File: config.mk
export PLATFORM = sky130hd
export DESIGN_NAME = pipe_mem_sched
export DESIGN_NICKNAME = d
export VERILOG_FILES = /design/src/rtl/pipe_mem_sched.sv
export SDC_FILE = /design/constraint.sdc
export NUM_CORES = 1
export LEC_CHECK = 0
export CAP_MARGIN = 20
export CORE_MARGIN = 5
export CORE_UTILIZATION = 25
export CTS_BUF_LIST = sky130_fd_sc_hd__clkbuf_16
export CTS_CLUSTER_SIZE = 8
export DETAILED_ROUTE_END_ITERATION = 12
export SYNTH_ARGS = -nofsm -noshare
export SYNTH_HDL_FRONTEND = slang
export SYNTH_SLANG_ARGS = --single-unit
File: constraint.sdc
create_clock -name clk -period 1.9 [get_ports clk]
set_input_delay 0.38 -clock clk [delete_from_list [all_inputs] [get_ports clk]]
set_output_delay 0.38 -clock clk [all_outputs]
set_load 0.03 [all_outputs]
File: src/rtl/pipe_mem_sched.sv
// Pipeline sequencer for a 5-stage core whose IF and MEM stages share one memory port.
// Data accesses win the port first; the pipeline advances once per completed fetch.
module pipe_mem_sched #(
    parameter int MAX_WAIT = 16,
    parameter int CNT_W    = 32
) (
    input  logic             clk,
    input  logic             rst_n,
    input  logic             is_hazy_i,
    input  logic             pc_src_id_i,
    input  logic             dmem_req_im_i,
    input  logic             dmem_we_im_i,
    input  logic             port_ready_i,
    output logic             port_valid_o,
    output logic             port_sel_o,
    output logic             port_we_o,
    output logic             en_if_o,
    output logic             en_id_o,
    output logic             clr_id_o,
    output logic             en_ie_o,
    output logic             clr_ie_o,
    output logic             en_im_o,
    output logic             en_iwb_o,
    output logic             timeout_o,
    output logic [CNT_W-1:0] stall_cnt_o
);

    localparam int WAIT_W = (MAX_WAIT > 2) ? $clog2(MAX_WAIT) : 1;
    localparam logic [WAIT_W-1:0] WAIT_LAST = WAIT_W'(MAX_WAIT - 1);

    typedef enum logic {
        S_DATA  = 1'b0,
        S_FETCH = 1'b1
    } state_t;

    state_t            state_q, state_d;
    logic              run_q;
    logic [WAIT_W-1:0] wait_q;
    logic              timeout_q;
    logic [CNT_W-1:0]  stall_q;

    logic valid;
    logic sel;
    logic adv;
    logic waiting;

    // Port arbitration: a pending data access is served before the slot's fetch.
    // NOTE: every signal written in always_comb gets a default first so no latch is inferred.
    always_comb begin
        state_d = state_q;
        valid   = 1'b0;
        sel     = 1'b0;
        adv     = 1'b0;
        if (run_q) begin
            valid = 1'b1;
            unique case (state_q)
                S_DATA: begin
                    if (dmem_req_im_i) begin
                        sel = 1'b1;
                        if (port_ready_i) begin
                            state_d = S_FETCH;
                        end
                    end else begin
                        adv = port_ready_i;
                    end
                end
                S_FETCH: begin
                    if (port_ready_i) begin
                        adv     = 1'b1;
                        state_d = S_DATA;
                    end
                end
                default: state_d = S_DATA;
            endcase
        end
    end

    // Stage strobes: a hazard bubbles ID/IE and overrides any branch squash.
    always_comb begin
        en_if_o  = 1'b0;
        en_id_o  = 1'b0;
        clr_id_o = 1'b0;
        en_ie_o  = 1'b0;
        clr_ie_o = 1'b0;
        en_im_o  = 1'b0;
        en_iwb_o = 1'b0;
        if (adv) begin
            en_ie_o  = 1'b1;
            en_im_o  = 1'b1;
            en_iwb_o = 1'b1;
            if (is_hazy_i) begin
                clr_ie_o = 1'b1;
            end else begin
                en_if_o  = 1'b1;
                en_id_o  = 1'b1;
                clr_id_o = pc_src_id_i;
            end
        end
    end

    assign waiting      = valid & ~port_ready_i;
    assign port_valid_o = valid;
    assign port_sel_o   = sel;
    assign port_we_o    = valid & sel & dmem_we_im_i;
    assign timeout_o    = run_q & timeout_q;
    assign stall_cnt_o  = run_q ? stall_q : '0;

    // NOTE: sequential state uses non-blocking assignments so all registers update together.
    always_ff @(posedge clk or negedge rst_n) begin
        if (!rst_n) begin
            state_q   <= S_DATA;
            run_q     <= 1'b0;
            wait_q    <= '0;
            timeout_q <= 1'b0;
            stall_q   <= '0;
        end else begin
            run_q   <= 1'b1;
            state_q <= state_d;

            // wait_q parks at its last value; the timeout flag is sticky.
            if (waiting) begin
                if (wait_q == WAIT_LAST) begin
                    timeout_q <= 1'b1;
                end else begin
                    wait_q <= wait_q + WAIT_W'(1);
                end
            end else begin
                wait_q <= '0;
            end

            if (run_q && !en_if_o && (stall_q != {CNT_W{1'b1}})) begin
                stall_q <= stall_q + CNT_W'(1);
            end
        end
    end

endmodule

==> impl_metrics.ini <==
[outcome]
status = completed

[finish]
layout-drive-gt1-share_pct = 36.6
diodes = 0
final_util_pct = 38.9
multiInputGateArea_um2 = 1250
design_area_um2 = 3340
final_common_cell = buf_4
syn_to_final_growth_pct = 54.6
nFillCells = 886
regArea_um2 = 977
nets = 336
layout_common_cells = buf_4 (85), dfrtp_1 (38), and2_1 (35), nand3_1 (22)

[routing]
ant_nets = 0
wl_per_cell_um = 12.9
dr.pass1.iters = 4
vias = 1946
vias_per_cell = 4.46
drt_iter0_drc = 109
totalWireLength_um = 5600
drc = 0

[synthesis]
synth_area_per_cell_um2 = 9.52
synth_top_area_share_pct = 45.1
synth_ff_type = dfrtp_1
syn_inst = 227
synth_cell_types = 36
synth_area_um2 = 2160
synth_enable_flop_cells = 0
synth_area_leaders = dfrtp_1 (45%), and2_1 (10%), xnor2_1 (6.1%)
ys_ff_latch = 39
synthArstFlopShare_pct = 100
yosys_warnings = 0
postSynthNetCount = 236
yosysSeqAreaShare_pct = 45.1
yosysTopAreaCell = dfrtp_1

[power_and_ir_drop]
p_comb_share_pct = 22.0
cellLeakagePower_uw = 0.00163
powerDensity_nw_per_um2 = 676
power.switching_uw = 648
p_clk_share_pct = 34.4
seqPwrFrac_pct = 43.6
p_int_uw = 1610
p_sw_share_pct = 28.7
ir_worst_vdd_mv = 0.330

[timing]
rsz0062_at_grt = no
hold_viol = 0
fin_setup_tns_ps = 0
setup_violations = 0
worst_slack_ps = 81.0
drv_slew = 0
fin_crit_ps = 1820
max_freq_mhz = 550
fin_skew_ps = 3.78
post-route-period-util_pct = 95.7

[clocking]
cts.sinks = 39
holdBufCountCts = 0
cts.path.max_buffers = 2
h-tree-depth = 2
cts_tree = done
clock_latency_ps = 270
cts_buffers = 5
clk_pin_slew_ps = 60
cts_root_buf = clkbuf_16

[placed_design]
port_buffers = 49
place_area_um2 = 3100
pre_cts_ws_ps = -405
hpwl_um = 4350
globalplace.congestion = 0.794

[global_routing]
grt_antenna_before_repair = 0
grt_pass1_vias = 1924
grt_start_max_net_pins = 25
grt_overflow = 0
grt_usage_pct = 11.1
grt_pass1_wl_um = 9350

[setup_path]
crit_fanout = 5
cp.arrival_ps = 1980
rr_startpoint = stall_q[19]$_DFFE_PN0P_
worst-setup-path-type = reg2reg
r2r_cells = 5
path_cells = nand4_2 -> or4_4 -> o2111a_2 -> and3_1 -> xor2_1
slowest_stage = or4_4
worst-path-buf-inv = 0
slowest_delay_ps = 570
cp_top_family = simple AND/OR/NAND/NOR gates
endpoint_kind = flip-flop
startpoint_type = flip-flop
regToRegEndpoint = stall_q[26]$_DFFE_PN0P_
cp-startpoint = stall_q[19]$_DFFE_PN0P_
r2r_setup_slack_ps = 80
crit_path_end = stall_q[26]$_DFFE_PN0P_
path_depth = 5
worstPathRequired_ps = 2060

[floorplanning]
io_pins = 50
start_util_pct = 25.2
core_area_um2 = 8590
die_w_um = 103
die_area_um2 = 10600
core.rowCount = 34
fp.dieH_um = 103

[worst_hold_path]
hp-class = in2async

[run]
maxCapViolations = 0
[per-layer routing]
metal / routed length, um / vias to the layer above / GRT usage (%)
met4: 53 / 0 / 3.39
met2: 2690 / 25 / 17.7
met1: 2630 / 932 / 15.1
met3: 232 / 5 / 2.44
met5: 0 / - / 0
li1: - / 984 / -
[layout make-up]
cell class | count | share of cell area (%)
Tap cell | 108 | 4.04
Multi-Input combinational cell | 180 | 37.3
Clock buffer | 5 | 3.74
Clock inverter | 3 | 0.337
Inverter | 1 | 0.112
Timing Repair Buffer | 100 | 25.2
Sequential cell | 39 | 29.2
[how the worst min path moves through the flow]
stage               slack, ps  depth (start not counted)                     end
global route               60                          1  stall_q[4]$_DFFE_PN0P_
detailed placement        340                          1  stall_q[4]$_DFFE_PN0P_
CTS                        50                          1  stall_q[4]$_DFFE_PN0P_
global placement          330                          1  stall_q[4]$_DFFE_PN0P_
floorplan                  80                          0         run_q$_DFF_PN0_
finish                     30                          1  stall_q[4]$_DFFE_PN0P_
[kinds of logic (layout without fill, tap and decap cells)]
| logic type | Yosys count | count (layout) | synth area share [%] |
|---|---|---|---|
| simple gates | 132 | 132 | 33.8 |
| flops | 39 | 39 | 45.1 |
| xor+xnor | 30 | 30 | 12.2 |
| compound gates | 13 | 13 | 4.69 |
| buf+inv | 8 | 109 | 1.91 |
| fa+ha+maj | 2 | 2 | 1.16 |
| mux | 2 | 2 | 0.984 |
| other cells | 1 | 1 | 0.173 |
[flip-flops by register name, summed over array words and instances (netlist names)]
signal	flops
run_q	1
timeout_q	1
state_q	1
wait_q	4
stall_q	32
[repair_timing]
item	CTS	global route
gates resized for setup	9	11
endpoints found under the setup margin	16	16
hold endpoints to repair	0	0
setup buffers	0	3
pin swaps	4	4
[through the flow]
step	hold slack [ps]	std cells	total power (uW)
floorplan	84.4	227	1260
global placement	330	425	1480
detailed placement	339	425	1490
CTS	45.4	433	2270
global route	63.9	436	2370
finish	32.6	436	2260
[power groups by stage]
stage                     clock network [uW]  registers (uW)  logic [uW]
final                                    777             985         499
after global routing                     821            1000         549
after CTS                                797             983         494
after detailed placement                   0             996         492
after global placement                     0             994         485
after floorplan                            0             991         267
[synthesized netlist by cell type (2+ instances only)]
library cell,count
and2_1,36
nand2_1,14
o21ai_0,2
nand2b_1,3
xnor2_1,15
dfrtp_1,39
xor2_1,15
o21a_1,2
buf_4,3
and3_1,8
clkbuf_1,4
a31oi_1,2
nor3_1,12
nor4_1,3
nor2_1,15
ha_1,2
nand4_1,9
nand3_1,23
or2_2,2
nor2b_1,2
No activity file was read; power rests on OpenSTA's default activity.
